File: config.mk
export PLATFORM = sky130hd
export DESIGN_NAME = muldiv_unit
export DESIGN_NICKNAME = d
export VERILOG_FILES = /design/src/rtl/riscv_m_pkg.sv /design/src/rtl/muldiv_sign_fix.sv /design/src/rtl/muldiv_unit.sv
export SDC_FILE = /design/constraint.sdc
export NUM_CORES = 1
export LEC_CHECK = 0
export ABC_AREA = 1
export BUFFER_PORTS_ARGS = -buffer_cell sky130_fd_sc_hd__buf_4
export CAP_MARGIN = 25
export CELL_PAD_IN_SITES_DETAIL_PLACEMENT = 2
export CELL_PAD_IN_SITES_GLOBAL_PLACEMENT = 2
export CORE_MARGIN = 1
export CORE_UTILIZATION = 26
export DETAILED_ROUTE_END_ITERATION = 8
export PLACE_DENSITY_LB_ADDON = 0.08
export SYNTH_ARGS = -nofsm -noshare
export SYNTH_HDL_FRONTEND = slang
export SYNTH_SLANG_ARGS = --single-unit
File: constraint.sdc
create_clock -name clk -period 5.3 [get_ports clk]
set_clock_uncertainty 0.15 [all_clocks]
set_input_delay 0.795 -clock clk [delete_from_list [all_inputs] [get_ports clk]]
set_output_delay 0.795 -clock clk [all_outputs]
set_load 0.01 [all_outputs]
File: src/rtl/riscv_m_pkg.sv
// Shared constants for the RV32M multiply/divide unit: operand width,
// funct3 opcodes, FSM state encoding and the special-case result values.
package riscv_m_pkg;

  localparam int XLEN = 32;

  localparam logic [2:0] F3_MUL    = 3'b000;
  localparam logic [2:0] F3_MULH   = 3'b001;
  localparam logic [2:0] F3_MULHSU = 3'b010;
  localparam logic [2:0] F3_MULHU  = 3'b011;
  localparam logic [2:0] F3_DIV    = 3'b100;
  localparam logic [2:0] F3_DIVU   = 3'b101;
  localparam logic [2:0] F3_REM    = 3'b110;
  localparam logic [2:0] F3_REMU   = 3'b111;

  typedef enum logic [1:0] {
    S_IDLE = 2'd0,
    S_CALC = 2'd1,
    S_DONE = 2'd2
  } state_e;

  localparam logic [XLEN-1:0] DIV_BY_ZERO_Q = 32'hFFFFFFFF;
  localparam logic [XLEN-1:0] INT_MIN       = 32'h80000000;

endpackage

File: src/rtl/muldiv_sign_fix.sv
// Combinational sign handling: operand-to-magnitude conversion on the way in,
// result negation, special cases and result selection on the way out.
module muldiv_sign_fix
  import riscv_m_pkg::*;
(
  input  logic [2:0]      f3_in_i,
  input  logic [XLEN-1:0] op_a_i,
  input  logic [XLEN-1:0] op_b_i,
  output logic [XLEN-1:0] a_mag_o,
  output logic [XLEN-1:0] b_mag_o,
  output logic            sa_o,
  output logic            sb_o,
  input  logic [2:0]      f3_q_i,
  input  logic            sa_q_i,
  input  logic            sb_q_i,
  input  logic [XLEN-1:0] a_raw_i,
  input  logic [XLEN-1:0] b_mag_q_i,
  input  logic [2*XLEN-1:0] acc_i,
  output logic [XLEN-1:0] result_o
);

  logic            a_signed, b_signed;
  logic [2*XLEN-1:0] prod;
  logic [XLEN-1:0] quo, rem;
  logic            div_zero, div_ovf;

  always_comb begin
    a_signed = (f3_in_i == F3_MULH) || (f3_in_i == F3_MULHSU) ||
               (f3_in_i == F3_DIV)  || (f3_in_i == F3_REM);
    b_signed = (f3_in_i == F3_MULH) || (f3_in_i == F3_DIV) || (f3_in_i == F3_REM);
    sa_o     = a_signed & op_a_i[XLEN-1];
    sb_o     = b_signed & op_b_i[XLEN-1];
    a_mag_o  = sa_o ? -op_a_i : op_a_i;
    b_mag_o  = sb_o ? -op_b_i : op_b_i;
  end

  // For division acc holds {remainder, quotient}; for multiply the full product.
  always_comb begin
    prod     = (sa_q_i ^ sb_q_i) ? -acc_i : acc_i;
    quo      = (sa_q_i ^ sb_q_i) ? -acc_i[XLEN-1:0] : acc_i[XLEN-1:0];
    rem      = sa_q_i ? -acc_i[2*XLEN-1:XLEN] : acc_i[2*XLEN-1:XLEN];
    div_zero = (b_mag_q_i == '0);
    div_ovf  = (f3_q_i == F3_DIV) && (a_raw_i == INT_MIN) && sb_q_i &&
               (b_mag_q_i == 32'd1);
    case (f3_q_i)
      F3_MUL:                       result_o = prod[XLEN-1:0];
      F3_MULH, F3_MULHSU, F3_MULHU: result_o = prod[2*XLEN-1:XLEN];
      F3_DIV, F3_DIVU:              result_o = div_zero ? DIV_BY_ZERO_Q :
                                               (div_ovf ? INT_MIN : quo);
      default:                      result_o = div_zero ? a_raw_i :
                                               (div_ovf ? '0 : rem);
    endcase
  end

endmodule

File: src/rtl/muldiv_unit.sv
// Iterative RV32M multiply/divide unit: 32 shift-add or restoring-division
// steps, then a single-cycle register file write request.
module muldiv_unit
  import riscv_m_pkg::*;
(
  input  logic            clk,
  input  logic            reset,
  input  logic            start,
  input  logic [2:0]      funct3,
  input  logic [XLEN-1:0] op_a,
  input  logic [XLEN-1:0] op_b,
  input  logic [4:0]      rd,
  output logic            busy,
  output logic            done,
  output logic            reg_wr,
  output logic [4:0]      waddr,
  output logic [XLEN-1:0] wdata,
  output state_e          dbg_state
);

  state_e            state_q;
  logic [4:0]        cnt_q;
  logic [2:0]        f3_q;
  logic [4:0]        rd_q;
  logic [XLEN-1:0]   a_mag_q, b_mag_q, a_raw_q;
  logic              sa_q, sb_q;
  logic [2*XLEN-1:0] acc_q, acc_d;
  logic              busy_q, done_q, reg_wr_q;
  logic [4:0]        waddr_q;
  logic [XLEN-1:0]   wdata_q;

  logic [XLEN-1:0]   a_mag_in, b_mag_in, result;
  logic              sa_in, sb_in;
  logic [XLEN:0]     rem_sh;

  muldiv_sign_fix u_sign_fix (
    .f3_in_i   (funct3),
    .op_a_i    (op_a),
    .op_b_i    (op_b),
    .a_mag_o   (a_mag_in),
    .b_mag_o   (b_mag_in),
    .sa_o      (sa_in),
    .sb_o      (sb_in),
    .f3_q_i    (f3_q),
    .sa_q_i    (sa_q),
    .sb_q_i    (sb_q),
    .a_raw_i   (a_raw_q),
    .b_mag_q_i (b_mag_q),
    .acc_i     (acc_d),
    .result_o  (result)
  );

  // Division consumes dividend bits MSB first; the final step feeds result directly.
  always_comb begin
    acc_d  = acc_q;
    rem_sh = {acc_q[2*XLEN-1:XLEN], a_mag_q[5'd31 - cnt_q]};
    if (state_q == S_CALC) begin
      if (f3_q[2]) begin
        if (rem_sh >= {1'b0, b_mag_q})
          acc_d = {rem_sh[XLEN-1:0] - b_mag_q, acc_q[XLEN-2:0], 1'b1};
        else
          acc_d = {rem_sh[XLEN-1:0], acc_q[XLEN-2:0], 1'b0};
      end else if (b_mag_q[cnt_q]) begin
        acc_d = acc_q + ({{XLEN{1'b0}}, a_mag_q} << cnt_q);
      end
    end
  end

  always_ff @(posedge clk or negedge reset) begin
    if (!reset) begin
      state_q  <= S_IDLE;
      cnt_q    <= '0;
      f3_q     <= '0;
      rd_q     <= '0;
      a_mag_q  <= '0;
      b_mag_q  <= '0;
      a_raw_q  <= '0;
      sa_q     <= 1'b0;
      sb_q     <= 1'b0;
      acc_q    <= '0;
      busy_q   <= 1'b0;
      done_q   <= 1'b0;
      reg_wr_q <= 1'b0;
      waddr_q  <= '0;
      wdata_q  <= '0;
    end else begin
      case (state_q)
        S_IDLE: if (start) begin
          state_q <= S_CALC;
          busy_q  <= 1'b1;
          f3_q    <= funct3;
          rd_q    <= rd;
          a_mag_q <= a_mag_in;
          b_mag_q <= b_mag_in;
          a_raw_q <= op_a;
          sa_q    <= sa_in;
          sb_q    <= sb_in;
          acc_q   <= '0;
          cnt_q   <= '0;
        end
        S_CALC: begin
          acc_q <= acc_d;
          cnt_q <= cnt_q + 5'd1;
          if (cnt_q == 5'd31) begin
            state_q  <= S_DONE;
            done_q   <= 1'b1;
            reg_wr_q <= (rd_q != 5'd0);
            waddr_q  <= rd_q;
            wdata_q  <= result;
          end
        end
        S_DONE: begin
          state_q  <= S_IDLE;
          busy_q   <= 1'b0;
          done_q   <= 1'b0;
          reg_wr_q <= 1'b0;
        end
        default: state_q <= S_IDLE;
      endcase
    end
  end

  assign busy      = busy_q;
  assign done      = done_q;
  assign reg_wr    = reg_wr_q;
  assign waddr     = waddr_q;
  assign wdata     = wdata_q;
  assign dbg_state = state_q;

endmodule

---- Yosys cells after proc, flatten, opt, wreduce, memory -nomap -nowiden ----
Cells that the tools add are included.
word-level totals
  output and inout bits ................... 42
  register bits after elaboration ......... 217
operators by class
  mux-type cells .......................... 31
  bitwise operators ....................... 3
  magnitude comparators ................... 3
  equality and inequality tests ........... 16
  $add $sub $neg .......................... 9
  shift operators ......................... 1
  reduce and logical (&&, ||, !) cells .... 23
operators with widths
  operator                                                                      count
  64-bit two-way mux                                                            6
  32-bit two-way mux                                                            8
  32-bit negation                                                               4
  64-bit case mux with 2 select lines                                           1
  32-bit case mux with 3 select lines                                           1
  64-bit adder                                                                  1
  64-bit negation                                                               1
  32-bit by 5-bit left shift with 64-bit output                                 1
  33-bit by 32-bit greater-or-equal comparator with 1-bit output                1
  32-bit by 1-bit equality test with 1-bit output, second input constant        1
  32-bit equality test, second input constant                                   1
  32-bit zero test                                                              1
  32-bit subtractor                                                             1
  3-bit equality test, second input constant                                    4
  5-bit by 6-bit less-than comparator with 1-bit output, second input constant  2
  2-bit AND reduction                                                           6
  1-bit binary-select mux with 5-bit select                                     2
  5-bit case mux with 2 select lines                                            1
  3-bit by 2-bit equality test with 1-bit output, second input constant         3
  3-bit by 1-bit equality test with 1-bit output, second input constant         2
  1-bit case mux with 2 select lines                                            3
  2-bit nonzero test                                                            3
  5-bit by 1-bit adder with 5-bit output, second input constant                 1
  5-bit equality test, second input constant                                    1
  18 further kinds                                                              30

---- Longest topological paths before layout ----
Gate-level depths: netlist of run 1.
  depth in word-level cells ............... 12
  mapped depth ............................ 44

---- Hierarchy ----
From an unflattened synthesis of run 1, not the netlist that was laid out.
unflattened totals
  cell total of the unflattened synthesis .. 4717
  area total of the unflattened synthesis .. 26786.9 sq um
modules (own cells, without submodules)
  module           sequential area each (sq um)  times used  area each (sq um)  cells an instance
  muldiv_unit      5430.2                        1           20813.7            3423
  muldiv_sign_fix  0.0                           1           5973.2             1294

---- Worst setup path after synthesis of run 1 ----
Ideal clock, no wire load.
  kind .................................... flip-flop to flip-flop
  start ................................... register cnt_q[1]
  end ..................................... register wdata_q[16] (netlist: wdata[16])
  setup time .............................. 0.117 ns
  stages on the path, launching flop included .. 35
  required time ........................... 5.033 ns
  clock period less this slack ............ 4.649 ns
  arrival time ............................ 4.382 ns
  setup slack ............................. 0.651 ns
  path through ............................ dfrtp_1 -> buf_4 -> inv_2 -> buf_4 -> buf_2 -> buf_1 -> mux2i_1 -> mux2i_1 -> nand2_1 -> o21ai_0 -> nand2_1 -> o21ai_0 -> ha_1 -> nand2_1 -> nor2_1 -> inv_1 -> nor3_1 -> nand2_1 -> nand3_1 -> nand3_1 -> nand2_1 -> nand3_1 -> nand2_1 -> nand2_1 -> inv_2 -> ha_1 -> nand2_1 -> nor2_4 -> nand2_1 -> nand2_1 -> nand3_1 -> nand3_1 -> nand3_1 -> nand2_1 -> nand2_1
on the way
  word-level cells in the longest chain between the ends .. 12
  elaborated cells between the ends (all ways) .. 26
  classes of those cells .................. 6 x add/sub; 1 x order compare; 1 x eq/ne; 1 x shift; 16 x mux; 1 x reduce/logical
ends and longest elaborated chain
  element                                                                                                     line                                          source
  start, declared                                                                                             muldiv_unit.sv:22                             logic [4:0] cnt_q;
  start signal, assigned                                                                                      muldiv_unit.sv:103                            cnt_q <= cnt_q + 5'd1;
  5-bit subtractor                                                                                            muldiv_unit.sv:56                             rem_sh = {acc_q[2*XLEN-1:XLEN], a_mag_q[5'd31 - cnt_q]};
  1-bit binary-select mux with 5-bit select                                                                   muldiv_unit.sv:56
  1-bit two-way mux (not written as such)                                                                     muldiv_unit.sv:56
  32-bit subtractor / 33-bit by 32-bit greater-or-equal comparator with 1-bit output (equally long branches)  muldiv_unit.sv:60, muldiv_unit.sv:59
  64-bit two-way mux                                                                                          muldiv_unit.sv:59                             if (rem_sh >= {1'b0, b_mag_q})
  64-bit two-way mux                                                                                          muldiv_unit.sv:58                             if (f3_q[2]) begin
  64-bit two-way mux                                                                                          muldiv_unit.sv:57                             if (state_q == S_CALC) begin
  32-bit negation (on tied branches)                                                                          muldiv_sign_fix.sv:41, muldiv_sign_fix.sv:40
  32-bit two-way mux (on tied branches)                                                                       muldiv_sign_fix.sv:41, muldiv_sign_fix.sv:40
  32-bit two-way mux (on tied branches)                                                                       muldiv_sign_fix.sv:51, muldiv_sign_fix.sv:49
  32-bit two-way mux (on tied branches)                                                                       muldiv_sign_fix.sv:50, muldiv_sign_fix.sv:48
  32-bit case mux with 3 select lines                                                                         muldiv_sign_fix.sv:45                         case (f3_q_i)
  end signal, assigned                                                                                        muldiv_unit.sv:109                            wdata_q <= result;
  end, declared                                                                                               muldiv_unit.sv:30                             logic [XLEN-1:0] wdata_q;
Several ways; a longest one is shown, not always the timed one. The select of a mux whose other input is x is not followed.
A chain may end at the register's enable or synchronous reset.

---- Final worst setup path of run 1 ----
  start ................................... register cnt_q[0]
  end ..................................... register wdata_q[31] (netlist: wdata[31])
The elaborated chain is that of the path after synthesis.

==> impl_metrics.yaml, run 1 <==
outcome:
  violations: "negative setup slack"
  status: "finished with violations"
layout:
  diodes: 0
  layout_commonest_cell: "nand2_1"
  post-route-util_pct: 36.7
  layout-drive-gt1-share_pct: 25.3
  nets: 5573
  area_delta_synth_final_pct: 39.5
  fin_cells: 6703
  layout_common_cells: "1,613 x nand2_1, 791 x buf_4, 646 x inv_1, 385 x nand3_1, 311 x nor2_1"
logic_synthesis:
  synthSimpleGateAreaFrac_pct: 44.9
  yosysTopAreaCellShare_pct: 24.7
  avgSynthCellArea_sq_um: 5.54
  synth_top_family_by_area: "simple AND/OR/NAND/NOR gates"
  async_reset_ff_share_pct: 100
  synth-main-ff-cell: "dfrtp_1"
  yosys_warnings: 0
  synthXorXnorAreaFrac_pct: 2.25
  syn-instance-count: 4698
  synth_compound_area_share_pct: 13.2
  synthAdderAreaFrac_pct: 5.01
  synth_edf_count: 0
  yosysSeqAreaShare_pct: 20.8
  synth-seq-cells: 216
  synth_nets: 4876
  synth_mux_area_share_pct: 1.50
  synth_area_leaders: "nand2_1 25%, dfrtp_1 21%, inv_1 9.4%"
  syn_area_sq_um: 26000
  yosysUniqueCellTypes: 52
  synth_area_leader_cell: "nand2_1"
clock_tree:
  cts_tree: "done"
  cts.clk_slew.worst_paths_ns: 0.06
  cts_max_level: 1
  clock_latency_ns: 0.64
  cts_buffer_depth: 3
  cts.sinks: 216
  cts.root.buffer_cell: "clkbuf_16"
  cts_made_buffers: 29
floorplanning:
  core_sq_um: 98900
  dieHeight_microns: 318
  die_w_microns: 318
  rows: 115
  start_util_pct: 26.3
  pin_count: 117
  dieArea_sq_um: 101000
route:
  via_count: 34000
  wl_microns: 155000
  vias_per_cell: 5.08
  drtIter0Drc: 1810
  drt_first_pass_iters: 5
  wl_per_cell_microns: 23.1
  ant_nets: 0
  drcViolationCount: 0
timing:
  timing.final.max_slew_violations: 0
  post-route-worst-setup-slack_ns: -0.258
  max_freq_mhz: 180
  rsz0062_at_grt: "true"
  maxSlewHeadroom_pct: 30.6
  period_share_pct: 105
  worst_pin_slew_ns: 1.04
  finalHoldViolCount: 0
  setup_viol: 28
  min_period_ns: 5.56
placement:
  dp_cells: 6631
  gp_congestion: 0.958
  port_buffers: 116
  pre_cts_slack_ns: -1.01
  post-dp-hpwl_microns: 129000
hold_path:
  hp-class: "in -> reg"
  holdPathStages: 3
  hp-start: "rd[3]"
  min_to: "rd_q[3]"
setup_path:
  crit_path_frequent_cell: "nand2_1"
  r2r-start: "cnt_q[0]"
  start_kind: "register"
  cp-end-kind: "register"
  r2r_cells: 35
  path_class: "reg -> reg"
  crit_start: "cnt_q[0]"
  rr_endpoint: "wdata[31]"
  required_ns: 5.68
  arrival_ns: 5.94
  slowest_stage: "dfrtp_2"
  cpPeakStageDelay_ns: 0.47
  reg2reg_slack_ns: -0.26
  path_max_fanout: 16
job:
  maxCapViolations: 0
grt:
  grt_pass1_wl_microns: 230000
  gr-usage-all-layers_pct: 29.8
  grt_pass1_vias: 36000
  antenna_found_initial: 2
  overflow: 0
  grt_max_degree: 147
layout make-up:
class | instances | area [sq um]
Clock buffer | 38 | 790
Clock inverter | 14 | 225
Fill cell | 12400 | 62500
Inverter | 668 | 2510
Multi-Input combinational cell | 3656 | 19200
Sequential cell | 216 | 5410
Tap cell | 1287 | 1610
Timing Repair Buffer | 824 | 6580
worst max-delay path by stage:
stage / to / slack (ns) / cells past startpoint
CTS: wdata[28] / -0.05 / 35
finish: wdata[31] / -0.26 / 35
global placement: wdata[31] / -0.91 / 33
global route: wdata[31] / -0.46 / 38
detailed placement: wdata[31] / -1.01 / 33
floorplan: wdata[16] / 0.65 / 34
critical path, delay by kind of cell, from the launching register on:
| kind | cells | cell delay [ns] |
|---|---|---|
| adder cells (fa/ha/maj) | 1 | 0.40 |
| buffers and inverters | 8 | 1.25 |
| flip-flops | 1 | 0.47 |
| AO/OA/AOI/OAI | 2 | 0.19 |
| multiplexers | 3 | 0.65 |
| AND/OR/NAND/NOR | 21 | 2.35 |
cells in the mapped netlist (3+ instances only):
cell / n
nand2_1: 1713
inv_1: 654
nand3_1: 423
nor2_1: 412
o21ai_0: 330
a21oi_1: 239
dfrtp_1: 216
ha_1: 101
clkbuf_1: 85
nor3_1: 55
nand4_1: 43
xor2_1: 43
mux2i_1: 39
buf_2: 31
o21ai_1: 29
buf_1: 28
nor2_2: 26
nor4_1: 24
xnor2_1: 24
nand2_2: 23
nand3b_1: 21
o21bai_1: 16
or2_2: 14
nand3_2: 13
inv_2: 11
a31oi_1: 10
nor2_4: 10
buf_6: 9
a21boi_0: 5
buf_4: 5
o211ai_1: 5
and2_1: 4
nand2_4: 4
o31ai_1: 4
a21oi_2: 3
a22oi_1: 3
clkinv_1: 3
o22ai_1: 3
state kept, by name (all words and copies together), names as in the netlist:
name       flops
acc_q         64
a_mag_q       32
b_mag_q       32
wdata         32
a_raw_q       31
cnt_q          5
rd_q           5
waddr          5
f3_q           3
dbg_state      2
busy           1
done           1
reg_wr         1
sa_q           1
sb_q           1
timing repair:
action	CTS	global route
gates resized for setup	336	207
gates cloned	0	1
pin swaps	25	33
hold endpoints to repair	15	0
setup buffers	10	8
hold buffers	1	0
endpoints found under the setup margin	33	33
per-stage QoR:
stage	cell area (sq um)	hold WS [ns]	setup TNS [ns]
floorplan	26000	0.300	0
global placement	33400	0.307	-21.98
detailed placement	33400	0.318	-24.10
CTS	35500	0.166	-0.406
global route	36300	0.187	-10.69
finish	36300	0.205	-2.60
logic make-up (layout without fill, tap and decap cells):
family                   Yosys count  after routing
AO/OA/AOI/OAI                    658            658
XOR/XNOR                          67             67
adder cells (fa/ha/maj)          103            103
buffers and inverters            826           1544
flip-flops                       216            216
multiplexers                      39             39
AND/OR/NAND/NOR                 2789           2789
per-layer routing:
layer	GRT usage [%]	wire length (microns)	share of wire, %	vias up
li1	-	-	-	16300
met3	1.53	3800	2.5	169
met2	49.3	71500	46	547
met4	9.87	5740	3.7	0
met5	0	0	0	-
met1	41.2	73900	48	17000
Power of run 1 is left out: the tool's default activity adds up to more than one toggle a clock period on the data nets, which glitch-free logic cannot reach.
==> run 2, diff against run 1 <==
--- a/config.mk
+++ b/config.mk
@@ -6,13 +6,14 @@
 export NUM_CORES = 1
 export LEC_CHECK = 0
 export ABC_AREA = 1
-export BUFFER_PORTS_ARGS = -buffer_cell sky130_fd_sc_hd__buf_4
 export CAP_MARGIN = 25
 export CELL_PAD_IN_SITES_DETAIL_PLACEMENT = 2
 export CELL_PAD_IN_SITES_GLOBAL_PLACEMENT = 2
 export CORE_MARGIN = 1
 export CORE_UTILIZATION = 26
 export DETAILED_ROUTE_END_ITERATION = 8
+export DONT_BUFFER_PORTS = 1
+export GPL_TIMING_DRIVEN = 0
 export PLACE_DENSITY_LB_ADDON = 0.08
 export SYNTH_ARGS = -nofsm -noshare
 export SYNTH_HDL_FRONTEND = slang
==> impl_metrics.yaml, run 2 (synthesis gave the netlist of run 1 again) <==
route:
  drtIter0Drc: 1616
  drt_first_pass_iters: 5
  ant_nets: 0
  drcViolationCount: 0
  via_count: 32600
  wl_per_cell_microns: 26.1
  vias_per_cell: 5.25
  wl_microns: 162000
timing:
  worst_pin_slew_ns: 1.09
  setup_viol: 24
  maxSlewHeadroom_pct: 26.5
  period_share_pct: 103
  post-route-worst-setup-slack_ns: -0.167
  hold_slack_ns: -0.244
  rsz0062_at_grt: "true"
  timing.final.max_slew_violations: 0
  min_period_ns: 5.47
  max_freq_mhz: 183
  finalHoldViolCount: 216
clock_tree:
  cts_tree: "done"
  cts.sinks: 216
  cts_buffer_depth: 3
  cts.root.buffer_cell: "clkbuf_16"
  cts.clk_slew.worst_paths_ns: 0.06
  cts_made_buffers: 29
  cts_max_level: 1
  clock_latency_ns: 0.65
grt:
  antenna_found_initial: 1
  gr-usage-all-layers_pct: 30.4
  grt_pass1_vias: 33700
  grt_pass1_wl_microns: 229000
  overflow: 0
  grt_max_degree: 217
setup_path:
  arrival_ns: 5.90
  crit_path_frequent_cell: "nand2_1"
  required_ns: 5.73
  reg2reg_slack_ns: -0.17
  path_class: "reg -> reg"
  crit_start: "cnt_q[0]"
  cpPeakStageDelay_ns: 0.41
  slowest_stage: "dfrtp_1"
  start_kind: "register"
  cp-end-kind: "register"
  r2r-start: "cnt_q[0]"
  path_max_fanout: 10
layout:
  nFillCells: 12000
  top_register: "acc_q"
  layout_common_cells: "1,359 x nand2_1, 608 x inv_1, 330 x nand3_1, 256 x nand2_2, 253 x nor2_1"
  layout-drive-gt1-share_pct: 26.7
  nets: 5072
  diodes: 0
  area_delta_synth_final_pct: 37.6
  largest_reg_flops: 64
  layout_commonest_cell: "nand2_1"
  stdcell_area_sq_um: 35800
  fin_cells: 6203
floorplanning:
  start_util_pct: 26.3
  core_sq_um: 98900
  dieHeight_microns: 318
  rows: 115
  die_w_microns: 318
  dieArea_sq_um: 101000
  pin_count: 117
placement:
  placed_cell_area_sq_um: 27700
  post-dp-hpwl_microns: 133000
  dp_cells: 5990
  pre_cts_slack_ns: -2.46
  gp_congestion: 0.956
  port_buffers: 0
hold_path:
  hp-class: "in -> async"
job:
  maxCapViolations: 0
outcome:
  violations: "negative hold slack, negative setup slack"
  status: "finished with violations"
run 2: what timing repair did:
item                                    4_1_cts  5_1_grt
cloned                                        0        6
resized for setup                           913      622
pin swaps                                   143      167
endpoints found under the setup margin       71       32
hold endpoints to repair                    216      216
setup buffers                                82       72
run 2: worst paths after layout:
kind	end	depth (start not counted)
hold reg to reg	f3_q[0]	2
min in group clk	a_mag_q[17]	1
hold / removal	b_mag_q[27]	0
max in group asynchronous	a_raw_q[23]	0
setup / recovery	wdata[6]	31
setup reg to reg	wdata[6]	31
run 2: metal layers:
| layer | part of all wire (%) | global-route usage, % | wire [microns] |
|---|---|---|---|
| met5 | 0 | 0 | 0 |
| met3 | 3.2 | 2.28 | 5230 |
| met4 | 3.3 | 8.50 | 5420 |
| met1 | 47 | 41.7 | 75200 |
| met2 | 47 | 50.8 | 75800 |
run 2: cell type report:
type	instances	area [sq um]	area share [%]
Multi-Input combinational cell	3656	22900	63.9
Sequential cell	216	5410	15.1
Inverter	668	2530	7.07
Tap cell	1287	1610	4.49
Timing Repair Buffer	166	1420	3.95
Buffer	157	962	2.68
Clock buffer	41	831	2.32
Clock inverter	12	168	0.468
run 2: stage by stage:
step / TNS [ns] / util, %
3_5_place_dp: -81.61 / 28.0
4_1_cts: -0.0423 / 33.1
5_1_grt: -6.25 / 36.3
2_1_floorplan: 0 / -
3_3_place_gp: -79.83 / 28.0
6_report: -1.24 / 36.3
run 2: worst max-delay path, delay by kind of cell, from the launching register on:
kind / cells / cell delay (ns)
flops: 1 / 0.41
buf+inv: 6 / 0.73
xor+xnor: 1 / 0.30
compound gates: 4 / 1.16
simple gates: 17 / 1.94
mux: 1 / 0.17
fa+ha+maj: 2 / 0.55
Power of run 2 is left out for the same reason.
